==> src/rtl/wb_stage.sv <==
// Writeback stage: merges the ALU result path and the buffered memory/MDU
// result path into a single registered register-file write port.
//
// The ALU path has fixed priority and no backpressure. Memory results are
// held in a small FIFO; the FIFO head retires only in cycles where the ALU
// is idle. All outputs except mem_ready are registered.
//
// Ports:
//   clk, rst_n                   clock, async active-low reset
//   alu_valid, alu_*             ALU result (always accepted)
//   mem_valid, mem_ready, mem_*  memory result handshake into the FIFO
//   rf_we, rf_waddr, rf_wdata    register-file write port
//   wb_valid                     one instruction retired this cycle
//   debug_wb_pc, debug_wb_inst   last retired PC / instruction
//   instret                      retired-instruction counter
module wb_stage #(
  parameter int unsigned FIFO_DEPTH = 2
) (
  input  logic        clk,
  input  logic        rst_n,
  input  logic        alu_valid,
  input  logic [4:0]  alu_rd,
  input  logic        alu_rd_we,
  input  logic [63:0] alu_data,
  input  logic [63:0] alu_pc,
  input  logic [31:0] alu_inst,
  input  logic        mem_valid,
  output logic        mem_ready,
  input  logic [4:0]  mem_rd,
  input  logic        mem_rd_we,
  input  logic [63:0] mem_data,
  input  logic [63:0] mem_pc,
  input  logic [31:0] mem_inst,
  output logic        rf_we,
  output logic [4:0]  rf_waddr,
  output logic [63:0] rf_wdata,
  output logic        wb_valid,
  output logic [63:0] debug_wb_pc,
  output logic [31:0] debug_wb_inst,
  output logic [63:0] instret
);

  localparam int unsigned AW = (FIFO_DEPTH > 1) ? $clog2(FIFO_DEPTH) : 1;
  localparam int unsigned CW = AW + 1;

  typedef struct packed {
    logic [4:0]  rd;
    logic        we;
    logic [63:0] data;
    logic [63:0] pc;
    logic [31:0] inst;
  } wb_entry_t;

  wb_entry_t      fifo_q [FIFO_DEPTH];
  logic [AW-1:0]  wr_ptr_q, wr_ptr_d;
  logic [AW-1:0]  rd_ptr_q, rd_ptr_d;
  logic [CW-1:0]  count_q, count_d;

  wb_entry_t      mem_entry;
  wb_entry_t      sel_entry;
  logic           sel_valid;
  logic           push, pop;

  logic           rf_we_q, rf_we_d;
  logic [4:0]     rf_waddr_q, rf_waddr_d;
  logic [63:0]    rf_wdata_q, rf_wdata_d;
  logic           wb_valid_q, wb_valid_d;
  logic [63:0]    dbg_pc_q, dbg_pc_d;
  logic [31:0]    dbg_inst_q, dbg_inst_d;
  logic [63:0]    instret_q, instret_d;

  assign mem_entry = '{rd: mem_rd, we: mem_rd_we, data: mem_data, pc: mem_pc, inst: mem_inst};

  // Ready comes only from registered occupancy, so a pop in a full cycle
  // cannot open room for a push in that same cycle.
  assign mem_ready = (count_q < CW'(FIFO_DEPTH));
  assign push      = mem_valid & mem_ready;
  assign pop       = ~alu_valid & (count_q != '0);

  // Fixed-priority select: ALU first, then FIFO head.
  always_comb begin
    sel_valid = 1'b0;
    sel_entry = '0;
    if (alu_valid) begin
      sel_valid = 1'b1;
      sel_entry = '{rd: alu_rd, we: alu_rd_we, data: alu_data, pc: alu_pc, inst: alu_inst};
    end else if (pop) begin
      sel_valid = 1'b1;
      sel_entry = fifo_q[rd_ptr_q];
    end
  end

  // Pointer wrap relies on FIFO_DEPTH being a power of two.
  always_comb begin
    wr_ptr_d = push ? wr_ptr_q + AW'(1) : wr_ptr_q;
    rd_ptr_d = pop  ? rd_ptr_q + AW'(1) : rd_ptr_q;
    count_d  = count_q;
    unique case ({push, pop})
      2'b10:   count_d = count_q + CW'(1);
      2'b01:   count_d = count_q - CW'(1);
      default: count_d = count_q;
    endcase
  end

  always_comb begin
    wb_valid_d = sel_valid;
    rf_we_d    = sel_valid & sel_entry.we & (sel_entry.rd != 5'd0);
    rf_waddr_d = sel_valid ? sel_entry.rd   : rf_waddr_q;
    rf_wdata_d = sel_valid ? sel_entry.data : rf_wdata_q;
    dbg_pc_d   = sel_valid ? sel_entry.pc   : dbg_pc_q;
    dbg_inst_d = sel_valid ? sel_entry.inst : dbg_inst_q;
    instret_d  = instret_q + 64'(sel_valid);
  end

  // Storage needs no reset: occupancy and pointers define what is valid.
  always_ff @(posedge clk) begin
    if (push) begin
      fifo_q[wr_ptr_q] <= mem_entry;
    end
  end

  always_ff @(posedge clk or negedge rst_n) begin
    if (!rst_n) begin
      wr_ptr_q   <= '0;
      rd_ptr_q   <= '0;
      count_q    <= '0;
      rf_we_q    <= 1'b0;
      rf_waddr_q <= '0;
      rf_wdata_q <= '0;
      wb_valid_q <= 1'b0;
      dbg_pc_q   <= '0;
      dbg_inst_q <= '0;
      instret_q  <= '0;
    end else begin
      wr_ptr_q   <= wr_ptr_d;
      rd_ptr_q   <= rd_ptr_d;
      count_q    <= count_d;
      rf_we_q    <= rf_we_d;
      rf_waddr_q <= rf_waddr_d;
      rf_wdata_q <= rf_wdata_d;
      wb_valid_q <= wb_valid_d;
      dbg_pc_q   <= dbg_pc_d;
      dbg_inst_q <= dbg_inst_d;
      instret_q  <= instret_d;
    end
  end

  assign rf_we         = rf_we_q;
  assign rf_waddr      = rf_waddr_q;
  assign rf_wdata      = rf_wdata_q;
  assign wb_valid      = wb_valid_q;
  assign debug_wb_pc   = dbg_pc_q;
  assign debug_wb_inst = dbg_inst_q;
  assign instret       = instret_q;

endmodule

==> config.mk <==
export PLATFORM = sky130hd
export DESIGN_NAME = wb_stage
export DESIGN_NICKNAME = d
export VERILOG_FILES = /design/src/rtl/wb_stage.sv
export SDC_FILE = /design/constraint.sdc
export NUM_CORES = 1
export LEC_CHECK = 0
export BUFFER_PORTS_ARGS = -buffer_cell sky130_fd_sc_hd__buf_2
export CORE_AREA = 2 2 221 223
export DETAILED_ROUTE_END_ITERATION = 10
export DIE_AREA = 0 0 223 225
export GPL_TIMING_DRIVEN = 0
export HOLD_SLACK_MARGIN = 0.08
export PLACE_DENSITY = 0.72
export SYNTH_ARGS = -nofsm -noshare
export SYNTH_HDL_FRONTEND = slang
export SYNTH_SLANG_ARGS = --single-unit
==> constraint.sdc <==
create_clock -name clk -period 10.15 [get_ports clk]
set_clock_uncertainty 0.15 [all_clocks]
set_input_delay 0.5075 -clock clk [delete_from_list [all_inputs] [get_ports clk]]
set_output_delay 0.5075 -clock clk [all_outputs]
set_load 0.005 [all_outputs]
# ---- Yosys cells after proc, flatten, opt, wreduce, memory -nomap -nowiden
# Memory sizes are Yosys's and may differ from the RTL's.
# Cells that the tools add are included.
dict set report word_totals {
  reg_bits 235
  ram_bits 332
  output_inout_bits 232
  latchBits 0
  mem_count 1
  input_bits 336
  mem_bits_ro 0
}
dict set report classes {
  shifts 0
  n_div 0
  bitwise 5
  multipliers 0
  n_reduce_logical 3
  eq_ne 2
  mux 7
  magnitude_cmp 1
  addsub 5
}
# name words width read_ports rd_ports_with_merged_regs write_ports line_no
set memory_table {}
lappend memory_table {fifo_q 2 166 1 0 1 54} ;# wb_entry_t fifo_q [FIFO_DEPTH];
# cell count
set op_table {}
lappend op_table {{$mux 166} 2}
lappend op_table {{$add 64x1->64} 1}
lappend op_table {{$reduce_bool 5->1} 1}
lappend op_table {{$and 1x1->1} 4}
lappend op_table {{$mux 1} 4}
lappend op_table {{$pmux 2 s2} 1}
lappend op_table {{$reduce_bool 2->1} 2}
lappend op_table {{$add 1x1->1 const B} 2}
lappend op_table {{$add 2x1->2 const B} 1}
lappend op_table {{$eq 2x1->1 const B} 1}
lappend op_table {{$eq 2x2->1 const B} 1}
lappend op_table {{$lt 2x2->1 const B} 1}
lappend op_table {{$sub 2x1->2 const B} 1}
lappend op_table {{$not 1->1} 1}

# ---- Depth between registers and ports, before layout
dict set report logic_depth {
  ltp_word 6
  depth_mapped 12
  depth_no_buf 8
}

# ---- Least setup slack after synthesis
# Ideal clock, no wire load.
dict set report synth_path {
  path_kind {flip-flop to flip-flop}
  startpoint {register count_q[1]}
  endpoint {memory fifo_q[0][0] (netlist name) (enable)}
  t_arrival_ns 7.504
  n_path_buf 0
  path_slack_ns 1.802
  t_required_ns 9.306
  path_stages_with_launch 4
  cell_sequence {dfrtp_1 inv_1 nand2_1 nor2_1}
}
dict set report synth_via {
  elab_chain_len 4
}
# item line_no
set synth_rtl {}
lappend synth_rtl {{from (decl)} 57} ;# logic [CW-1:0] count_q, count_d;
lappend synth_rtl {{from (signal assigned)} 137} ;# count_q <= count_d;
lappend synth_rtl {{$lt 2x2->1} 76} ;# assign mem_ready = (count_q < CW'(FIFO_DEPTH));
lappend synth_rtl {{named net mem_ready} 28} ;# output logic mem_ready,
lappend synth_rtl {{$and 1x1->1} 77} ;# assign push = mem_valid & mem_ready;
lappend synth_rtl {{$mux 1} 117} ;# if (push) begin
lappend synth_rtl {{$mux 1 (implied by the code)} 118} ;# fifo_q[wr_ptr_q] <= mem_entry;
lappend synth_rtl {{to (decl)} 54}
# The timed path passes the listed nets, and every way through them passes these cells.

# ---- Worst setup path after layout
dict set report layout_path {
  startpoint {input alu_valid}
  endpoint {register instret_q[52], in the netlist instret[52]}
}
dict set report layout_via {
  elab_chain_len 5
}
# item line_no
set layout_rtl {}
lappend layout_rtl {{from (decl)} 21} ;# input logic alu_valid,
lappend layout_rtl {{$not 1->1} 78} ;# assign pop = ~alu_valid & (count_q != '0);
lappend layout_rtl {{$and 1x1->1} 78}
lappend layout_rtl {{$mux 1} 87} ;# end else if (pop) begin
lappend layout_rtl {{$mux 1 *} 84} ;# if (alu_valid) begin
lappend layout_rtl {{named net sel_valid} 61} ;# logic sel_valid;
lappend layout_rtl {{$add 64x1->64 *} 112} ;# instret_d = instret_q + 64'(sel_valid);
lappend layout_rtl {{named net instret_d[52]} 70} ;# logic [63:0] instret_q, instret_d;
lappend layout_rtl {{to (signal assigned)} 144} ;# instret_q <= instret_d;
lappend layout_rtl {{to (decl)} 70}
# Mark *: on every way through the listed nets, which the timed path passes. The rest lies on a longest branch.
# A chain may end at the register's enable or synchronous reset.

==> summary.txt <==
Power
  • NetSw: 2490 uW
  • Maximum VDD drop: 162 uV
  • Combinational power share: 0.297
  • Total Power: 7530 uW
  • Clock share of power: 0.283
  • P_int: 5040 uW
  • Leak: 0.0137 uW
  • Sequential power share: 0.420
  • Switching power share of the total: 0.330
  • Pwr/cell area: 239 nW/um^2

Synth
  • Sequential area share after synthesis: 0.709
  • Cell variety after synth: 39
  • Synth area leaders: edfxtp_1, dfrtp_1, mux2i_1
  • Syn avg cell area: 13.0 um^2
  • Yosys warns: 0
  • Synth top area share: 0.446
  • Syn Nets: 2,060
  • Area leader, netlist: edfxtp_1
  • Syn Std Cell Area: 22,300 um^2
  • Synthesized instance count: 1,721
  • Number of synthesized register bits: 567

Job
  • Max-cap violations: 0

Clock tree
  • Setup fix buffers added after clock tree synthesis: 0
  • Sink Count: 567
  • Post-cts hold buffer count: 333
  • Clock latency on the worst-skew pair: 610 ps
  • TritonCTS Buffers: 58
  • Root buf cell: clkbuf_16
  • CTS tree: built
  • H-tree Lvls: 2
  • Clock buffer depth: 3
  • Worst-path clk slew: 60 ps
  • Post-CTS Resized: 0

Routing
  • DR vias/cell: 5.47
  • Vias: between 15,000 and 20,000
  • Routed wire per std cell: 21.9 um
  • Initial drt markers: 1,506
  • Post-route antenna net violation count: 0
  • Total Wirelength: 73,600 um
  • Drc violations: 0
  • DR pass1 iterations: 6

Floorplan
  • Die Y: 225 um
  • Starting density of the core: 0.470
  • Row count: 80
  • Overall die area: 50,200 um^2
  • Core footprint: 47,500 um^2
  • Die X: 223 um
  • Ports: about 570

Worst setup path
  • RR Endpoint: debug_wb_pc[13]
  • Reg2Reg Depth: 6
  • R2r startpoint: count_q[0]
  • CP startpoint: alu_valid
  • Critical path required time: 10,520 ps
  • CP Launch Type: input pin
  • Critical Path Sink Type: flip-flop
  • Setup slack, reg-to-reg: about 6800 ps
  • Worst Setup Path Type: in -> reg
  • Worst-path maximum fanout: 10
  • Worst EP arrival: approximately 5300 ps

Final layout
  • Nets: 3,030
  • Fraction of layout cells with a size suffix above 1: 0.257
  • Commonest non-fill, non-tap cell in the layout: buf_2
  • Fill cells: 3,268
  • Layout area overhead: 41.0%
  • Commonest non-fill, non-tap cells in the layout: buf_2, dlygate4sd3_1, edfxtp_1
  • Finished Cell Area: 31,500 um^2
  • Layout Utilization: 0.663

Hold path
  • Hold crit path type: in -> reg
  • Worst hold path depth: 3
  • Worst Hold Launch: mem_valid
  • Hold EP: wr_ptr_q

Timing
  • Setup TNS: 0 ps
  • Fin crit period: 4970 ps
  • RSZ-0062 raised after global routing: false
  • Final setup viols: 0
  • Slew headroom: 0.0761
  • Slew at the pin with the worst max-slew slack: 1390 ps
  • Final hold vios: 0
  • Tcrit/Tclk final: 0.490
  • Pins Over Slew Limit: 0
  • F_max: 201 MHz

Place
  • DP Area: 26,200 um^2
  • I/O Buffers: approximately 570
  • Placer Congestion: 0.909
  • DP HPWL: ~48,000 um

Global route
  • Number of global-route vias before repair: 19,300
  • Largest net degree at the start of global routing: 115
  • Initial antenna violation count: 11
  • Grt total ovfl: 0
  • First-pass GRT wire length: 110,000 um
  • Total track usage: 0.287

Outcome
  • Outcome: finished clean
how the worst max path moves through the flow:
stage	end	slack, ps	depth (start not counted)
floorplan	fifo_q[0][0]	1800	3
global placement	fifo_q[0][107]	-2610	3
detailed placement	instret[52]	4560	11
CTS	instret[52]	5180	11
global route	instret[52]	4940	11
finish	instret[52]	5180	11
worst max-delay path: stages:
cell and delay (ps):
clkbuf_1 780, clkbuf_1 950, clkbuf_1 690, or3_1 290, ha_1 250, ha_1 270
nand4_1 210, nor2_1 440, nand4_1 330, nor4_1 410, xor2_1 180
registers in the layout, summed over array words and instances, names as in the netlist:
register	flops
fifo_q	332
debug_wb_pc	64
instret	64
rf_wdata	64
debug_wb_inst	32
rf_waddr	5
count_q	2
rd_ptr_q	1
rf_we	1
wb_valid	1
wr_ptr_q	1
cells by family (layout without fill, tap and decap cells):
kind of cell / count (synthesis) / count (layout) / synth area share
XOR/XNOR: 67 / 67 / 0.0263
other: 0 / 11 / 0
flip-flops: 567 / 567 / 0.709
AO/OA/AOI/OAI: 334 / 334 / 0.0754
AND/OR/NAND/NOR: 475 / 475 / 0.0937
adder cells (fa/ha/maj): 3 / 3 / 0.00168
multiplexers: 165 / 165 / 0.0739
buffers and inverters: 110 / 1129 / 0.0198
layer usage:
metal	wire, um	share of wire	up-vias	track usage
li1	-	-	8117	-
met1	26600	0.36	8925	0.329
met2	36400	0.49	1067	0.493
met3	6220	0.085	289	0.0717
met4	4400	0.060	4	0.163
met5	25	0.00034	-	0
Yosys cell counts (all sizes together):
cell type  number
edfxtp        332
dfrtp         235
nand2         192
nor2          179
o21ai         170
mux2i         165
a21oi         160
clkbuf         77
xor2           34
xnor2          33
nand3          25
nand4          23
nor3           23
buf            19
inv            14
nor4           13
and3            6
and4            3
ha              3
or2             3
or3             2
or4             2
a211o           1
a211oi          1
and2            1
nand2b          1
nor2b           1
nor3b           1
o211ai          1
o41ai           1
stage by stage:
step / hold WS, ps / worst slack (ps) / instances
after floorplan: 61.9 / 1800 / 1721
after global placement: 310 / -2610 / 2902
after detailed placement: 227 / 4560 / 2913
after CTS: 106 / 5180 / 3355
after global routing: 150 / 4940 / 3363
final: 149 / 5180 / 3366
final cells by class:
cell class	count	area, um^2	area share
plain buffers	96	389	0.0124
flip-flops and latches	567	15900	0.503
diodes	11	27.5	0.000874
repair buffers	910	6430	0.204
multi-input cells	1044	6070	0.193
inverters	14	52.6	0.00167
clock buffers	82	1640	0.0522
clock inverters	27	270	0.00858
well taps	615	769	0.0244
power groups by stage:
stage          clock network, uW  logic [uW]  registers [uW]
2_1_floorplan                  0        1150            3240
3_5_place_dp                   0        2050            3180
5_1_grt                     2240        2420            3200
6_report                    2130        2230            3160
3_3_place_gp                   0        1960            3270
4_1_cts                     2150        2170            3140
Note: power is estimated with default switching activity, not from simulation.
